[src/rtl/fp_post_norm.sv]
// fp_post_norm: renormalises the raw add/sub mantissa sum, adjusts the exponent and packs the result.
// Two register stages under one global stall; define FP_NORM_DENORM_EN to emit subnormals on underflow.
module fp_post_norm #(
   parameter int ex_width  = 8,
   parameter int man_width = 23
) (
   input  logic                          clk,
   input  logic                          rst_n,
   input  logic                          in_valid,
   output logic                          in_ready,
   input  logic                          sign,
   input  logic [ex_width-1:0]           max_exp,
   input  logic [man_width+1:0]          mant_sum,
   output logic                          out_valid,
   input  logic                          out_ready,
   output logic [ex_width+man_width:0]   result,
   output logic                          overflow,
   output logic                          underflow
);

   localparam int lzc_w = $clog2(man_width + 2);
   localparam int xw    = ex_width + 1;
   localparam logic [xw-1:0] exp_all_ones = {1'b0, {ex_width{1'b1}}};

   logic en;

   logic                   s1_valid_q, s1_valid_d;
   logic                   s1_sign_q,  s1_sign_d;
   logic [ex_width-1:0]    s1_exp_q,   s1_exp_d;
   logic [man_width+1:0]   s1_mant_q,  s1_mant_d;
   logic [lzc_w-1:0]       s1_lzc_q,   s1_lzc_d;

   logic                          out_valid_q, out_valid_d;
   logic [ex_width+man_width:0]   result_q,    result_d;
   logic                          overflow_q,  overflow_d;
   logic                          underflow_q, underflow_d;

   assign en       = !out_valid_q || out_ready;
   assign in_ready = en;

   // Leading zeros of {hidden, fraction}; the carry bit is handled separately in stage 2.
   logic [lzc_w-1:0] lzc;
   always_comb begin
      lzc = lzc_w'(man_width + 1);
      for (int i = 0; i <= man_width; i++) begin
         if (mant_sum[i]) lzc = lzc_w'(man_width - i);
      end
   end

   always_comb begin
      s1_valid_d = s1_valid_q;
      s1_sign_d  = s1_sign_q;
      s1_exp_d   = s1_exp_q;
      s1_mant_d  = s1_mant_q;
      s1_lzc_d   = s1_lzc_q;
      if (en) begin
         s1_valid_d = in_valid;
         s1_sign_d  = sign;
         s1_exp_d   = max_exp;
         s1_mant_d  = mant_sum;
         s1_lzc_d   = lzc;
      end
   end

   always_ff @(posedge clk or negedge rst_n) begin
      if (!rst_n) begin
         s1_valid_q <= 1'b0;
         s1_sign_q  <= 1'b0;
         s1_exp_q   <= '0;
         s1_mant_q  <= '0;
         s1_lzc_q   <= '0;
      end else begin
         s1_valid_q <= s1_valid_d;
         s1_sign_q  <= s1_sign_d;
         s1_exp_q   <= s1_exp_d;
         s1_mant_q  <= s1_mant_d;
         s1_lzc_q   <= s1_lzc_d;
      end
   end

   logic [xw-1:0]          exp_x, lzc_x, exp_inc;
   logic [man_width-1:0]   norm_frac;
   logic [ex_width-1:0]    norm_exp;
   logic                   sign_n, ovf_n, unf_n;
   logic [ex_width-1:0]    exp_n;
   logic [man_width-1:0]   frac_n;
`ifdef FP_NORM_DENORM_EN
   logic [ex_width-1:0]    sub_amt;
   logic [man_width-1:0]   sub_frac;
`endif

   // Exponent math is one bit wider so max_exp+1 and max_exp-lzc never wrap.
   always_comb begin
      exp_x     = {1'b0, s1_exp_q};
      lzc_x     = xw'(s1_lzc_q);
      exp_inc   = exp_x + xw'(1);
      norm_exp  = ex_width'(exp_x - lzc_x);
      norm_frac = man_width'(s1_mant_q << s1_lzc_q);
`ifdef FP_NORM_DENORM_EN
      sub_amt   = (s1_exp_q == '0) ? '0 : s1_exp_q - ex_width'(1);
      sub_frac  = man_width'(s1_mant_q << sub_amt);
`endif
      sign_n = s1_sign_q;
      exp_n  = '0;
      frac_n = '0;
      ovf_n  = 1'b0;
      unf_n  = 1'b0;
      if (s1_mant_q == '0) begin
         sign_n = 1'b0;
      end else if (s1_mant_q[man_width+1]) begin
         if (exp_inc >= exp_all_ones) begin
            exp_n = '1;
            ovf_n = 1'b1;
         end else begin
            exp_n  = exp_inc[ex_width-1:0];
            frac_n = s1_mant_q[man_width:1];
         end
      end else if (lzc_x < exp_x) begin
         exp_n  = norm_exp;
         frac_n = norm_frac;
      end else begin
`ifdef FP_NORM_DENORM_EN
         frac_n = sub_frac;
         unf_n  = (sub_frac == '0);
`else
         unf_n  = 1'b1;
`endif
      end
   end

   always_comb begin
      out_valid_d = out_valid_q;
      result_d    = result_q;
      overflow_d  = overflow_q;
      underflow_d = underflow_q;
      if (en) begin
         out_valid_d = s1_valid_q;
         result_d    = {sign_n, exp_n, frac_n};
         overflow_d  = ovf_n && s1_valid_q;
         underflow_d = unf_n && s1_valid_q;
      end
   end

   always_ff @(posedge clk or negedge rst_n) begin
      if (!rst_n) begin
         out_valid_q <= 1'b0;
         result_q    <= '0;
         overflow_q  <= 1'b0;
         underflow_q <= 1'b0;
      end else begin
         out_valid_q <= out_valid_d;
         result_q    <= result_d;
         overflow_q  <= overflow_d;
         underflow_q <= underflow_d;
      end
   end

   assign out_valid = out_valid_q;
   assign result    = result_q;
   assign overflow  = overflow_q;
   assign underflow = underflow_q;

endmodule

[config.mk]
export PLATFORM = sky130hd
export DESIGN_NAME = fp_post_norm
export DESIGN_NICKNAME = d
export VERILOG_FILES = /design/src/rtl/fp_post_norm.sv
export SDC_FILE = /design/constraint.sdc
export NUM_CORES = 1
export LEC_CHECK = 0
export BUFFER_PORTS_ARGS = -buffer_cell sky130_fd_sc_hd__clkbuf_2
export CAP_MARGIN = 40
export CORE_MARGIN = 5
export CORE_UTILIZATION = 50
export DETAILED_ROUTE_END_ITERATION = 10
export GPL_ROUTABILITY_DRIVEN = 0
export HOLD_SLACK_MARGIN = 0.12
export PLACE_DENSITY = 0.79
export RECOVER_POWER = 25
export SLEW_MARGIN = 20
export SYNTH_ARGS = -nofsm -noshare
export SYNTH_HDL_FRONTEND = slang
export SYNTH_SLANG_ARGS = --single-unit
[constraint.sdc]
create_clock -name clk -period 6.9 [get_ports clk]
set_clock_uncertainty 0.2 [all_clocks]
set_input_delay 0.69 -clock clk [delete_from_list [all_inputs] [get_ports clk]]
set_output_delay 0.69 -clock clk [all_outputs]
set_load 0.05 [all_outputs]
==> results summary <==
The flow ran to the end, but the final reports show violations. The final reports fail on max-capacitance violations, max-slew violations. STA classifies the critical path startpoint as an input port. STA classifies the critical path endpoint as an async pin. Summed over all cells, the static leakage comes to 2.51 nW. Along the worst hold path, the cell count comes to 2. For this run, the leading register cell type out of synthesis is dfrtp_1. The switching power share of the total is 43.0%.

For this configuration, the core starts out at a cell density of 50.5%. The synthesis-stage register bit count is 75. The area of the die is 0.0118 mm2. The number of buffers added to fix hold violations after cts is 0. The tool flagged a number of max-cap violations equal to 2. In the layout the commonest cells are nand2_1, dfrtp_1, clkbuf_2, nor2_1, o21ai_0. The synthesized instance count is 561. The net switching component of the power came out at 0.719 mW. In this design, the critical path's most frequently occurring cell is clkbuf_1. The DRC violations left came out at 0. The die is 108 um tall. The number of buffers and inverters on the critical path is 3.

For this run, the top clock speed supported by timing is 256 MHz. The pin count of the biggest net entering global routing came out at 79. The starting DRC count in detailed routing is 447.

Cells with a size suffix above 1 make up 19.3% of the layout. The later-pin clock latency in the skew report is 0.36 ns. In this run, post-CTS repair resized a total of 0 instances. The post-route antenna net violation count is 0. The share of the cycle needed by the critical path after routing came out at 56.7%. The final number of setup-violating endpoints is 0.

The final total negative setup slack came out at 0 ns. The length of the first detailed-routing pass in iterations is 5. The clock edge transition at the registers on the reported setup and hold paths came out at 0.07 ns.

The synthesized netlist devotes 20.6% of its cell area to compound gates. The worst-case clock buffer depth is 2. The placed cell area came out at 0.00524 mm2.

After synthesis, the share of flip-flops with an asynchronous set or reset is 100%. The count of buffers inserted at the top-level ports came out at 73. The category of the most critical setup path is in2async. The number of global-route vias before repair came to 4,241. The number of cells traversed by the worst register-to-register path is 8. The clock tree from TritonCTS is done.

Broken down by cell family, the worst path's largest delay share belongs to buffers and inverters. The floorplan row count came out at 36. On the worst path, the slowest cell contributes a delay of 1.77 ns. Clock tree synthesis selected as its root buffer the cell clkbuf_8. The number of antenna violations at the first check in global routing came out at 0. With fillers left out, the area of the finished cells amounts to 0.00544 mm2.

The number of nets produced by synthesis came out at 607. At the pin with the least slew margin, the transition time is 2.38 ns. The detailed-route wire length is 13.3 mm.

The placeable core area is 0.00959 mm2. The critical path's slowest cell is clkbuf_1. The net count reported at finish came out at 660.

The max-slew violation count came out at 78. The arrival time at the worst endpoint came out at 3.69 ns. The portion of total power attributed to the clock network is 21.4%. The largest fanout on the critical path came out at 45. Dividing total power by cell area gives a power density of 307 mW/mm2. The global-route usage over all layers is 23.3%. The synthesized netlist devotes 23.3% of its cell area to simple gates. Walking the worst path, the cells encountered are buf_2 > clkbuf_1 > clkbuf_1. Summing every instance area after synthesis gives 0.00485 mm2. The HPWL after detailed placement came out at 10.0 mm. The number of logic stages on the critical path including buffering came out at 3.

The average routed wire per standard cell is 17.8 um. The via count came out at 4,566. The share of power burned in combinational logic came out at 41.2%. Summed over all layers, the global routing overflow is 0. Counting I/O delays and the setup requirement, the final critical path takes 3.91 ns. The wire length of the first global-routing pass is 21.6 mm. The power share of the sequential group came out at 37.3%.

The number of setup buffers added after CTS is 0. The average size of a mapped cell is 8.64 um2. The number of diodes added for antenna fixing is 0. The number of distinct library cells after synthesis came out at 68. The library cell used most frequently in the layout, excluding fill and tap cells, is nand2_1. The number of placed cells counting well taps is 735. Leaving out filler cells and counting taps, the final layout contains 751.

The number of buffers inserted during clock tree synthesis is 9. Setup slack on the worst reg-to-reg path comes out at 3.21 ns. The number of enable-type register cells in the synthesized netlist is 0.

The final number of hold-violating endpoints is 0. In the routed layout, each cell is associated on average with a via count of 6.08. The tightest min-delay check is of the reg2reg type. Measured against its own limit, the worst slew margin works out to -58.5%. 74 I/O pins were placed. Summing the areas of all fa, ha and maj instances in the mapped netlist gives 2.22% of the synthesized area.

The depth of the CTS H-tree is 3. By area, the combinational part of the netlist is dominated by simple AND/OR/NAND/NOR gates. The parity-gate share of the synthesized area counting xor and xnor cells came out at 1.45%.

The die is 108 um wide. The portion of the post-synthesis area used by sequential elements came out at 38.7%. Measured against the total synthesized area, the mux share comes to 8.65%. The count of clock tree sinks came out at 75. Setup repair after global routing left no endpoint under its margin. The layout overhead on the synthesized area is 12.3%. The total internal power is 0.952 mW.

The data required time of the critical path is 6.68 ns. The count of yosys warnings during synthesis came out at 0. IR analysis of the VDD net gives a maximum drop of 0.134 mV.
## metrics by stage
stage	power, mW	hold WS, ns	util (%)	setup WS, ns
after global routing	1.75	0.311	56.7	2.16
after detailed placement	1.31	0.260	54.6	3.29
after global placement	1.29	0.249	54.4	3.44
final	1.67	0.273	56.7	2.99
after CTS	1.67	0.134	56.8	3.27
after floorplan	1.13	0.194	-	4.06
## power groups by stage
stage | combinational [mW] | clock (mW) | sequential, mW
4_1_cts | 0.685 | 0.364 | 0.621
3_3_place_gp | 0.669 | 0 | 0.625
5_1_grt | 0.737 | 0.380 | 0.636
2_1_floorplan | 0.339 | 0 | 0.794
3_5_place_dp | 0.683 | 0 | 0.628
6_report | 0.689 | 0.358 | 0.624
## Yosys cell counts, drive strengths merged (8+ instances only)
| library cell | instances | share of area [%] |
|---|---|---|
| nor2b | 8 | 1.0 |
| a211oi | 12 | 1.9 |
| nor4 | 8 | 1.0 |
| nor3 | 15 | 1.7 |
| dfrtp | 75 | 39 |
| nor2 | 36 | 2.8 |
| buf | 16 | 2.4 |
| a21oi | 18 | 1.9 |
| inv | 10 | 0.77 |
| nand2 | 142 | 11 |
| nand3 | 10 | 1.3 |
| clkbuf | 21 | 1.7 |
| mux2 | 9 | 2.1 |
| a221o | 22 | 4.5 |
| mux2i | 16 | 3.3 |
| o21ai | 35 | 3.6 |
## final cells by class
| class | count | area [um2] |
|---|---|---|
| fill | 861 | 4150 |
| multi-input combinational | 437 | 2730 |
| sequential | 75 | 1880 |
| timing repair buffer | 79 | 407 |
| clock buffer | 14 | 183 |
| tap | 133 | 166 |
| inverter | 12 | 45.0 |
| clock inverter | 1 | 30.0 |
## cell families (layout without fill, tap and decap cells)
logic type | Yosys count | in the layout
DFF | 75 | 75
adders and majority gates | 8 | 8
and+or+nand+nor | 251 | 251
buffers and inverters | 49 | 106
muxes | 32 | 32
AOI/OAI and AO/OA | 138 | 138
xor gates and xnor gates | 8 | 8
## state kept, by name, indices dropped and copies added, names as in the netlist
name and flops:
overflow 1, underflow 1, result 32, s1_mant_q 25
s1_sign_q 1, s1_exp_q 8, out_valid 1, s1_lzc_q 5
s1_valid_q 1
## routing by layer
metal / track usage, % / wire (um)
met5: 0 / 0
met4: 9.02 / 350
met3: 4.78 / 1370
met2: 33.4 / 5790
met1: 34.6 / 5840
## path summary, 6_finish.rpt
| kind | startpoint | end |
|---|---|---|
| min | s1_sign_q | s1_sign_q |
| min in group asynchronous | rst_n | overflow |
| max reg2reg | s1_lzc_q[2] | result[16] |
| min reg2reg | s1_sign_q | s1_sign_q |
| max in group clk | s1_lzc_q[2] | result[16] |
| max | rst_n | s1_mant_q[4] |
## tightest hold or removal path: stages, from the launching register on
cell and delay (ns):
dfrtp_1 0.35, nand2_1 0.05, nand2_1 0.05
No activity file was read; power rests on OpenSTA's default activity.
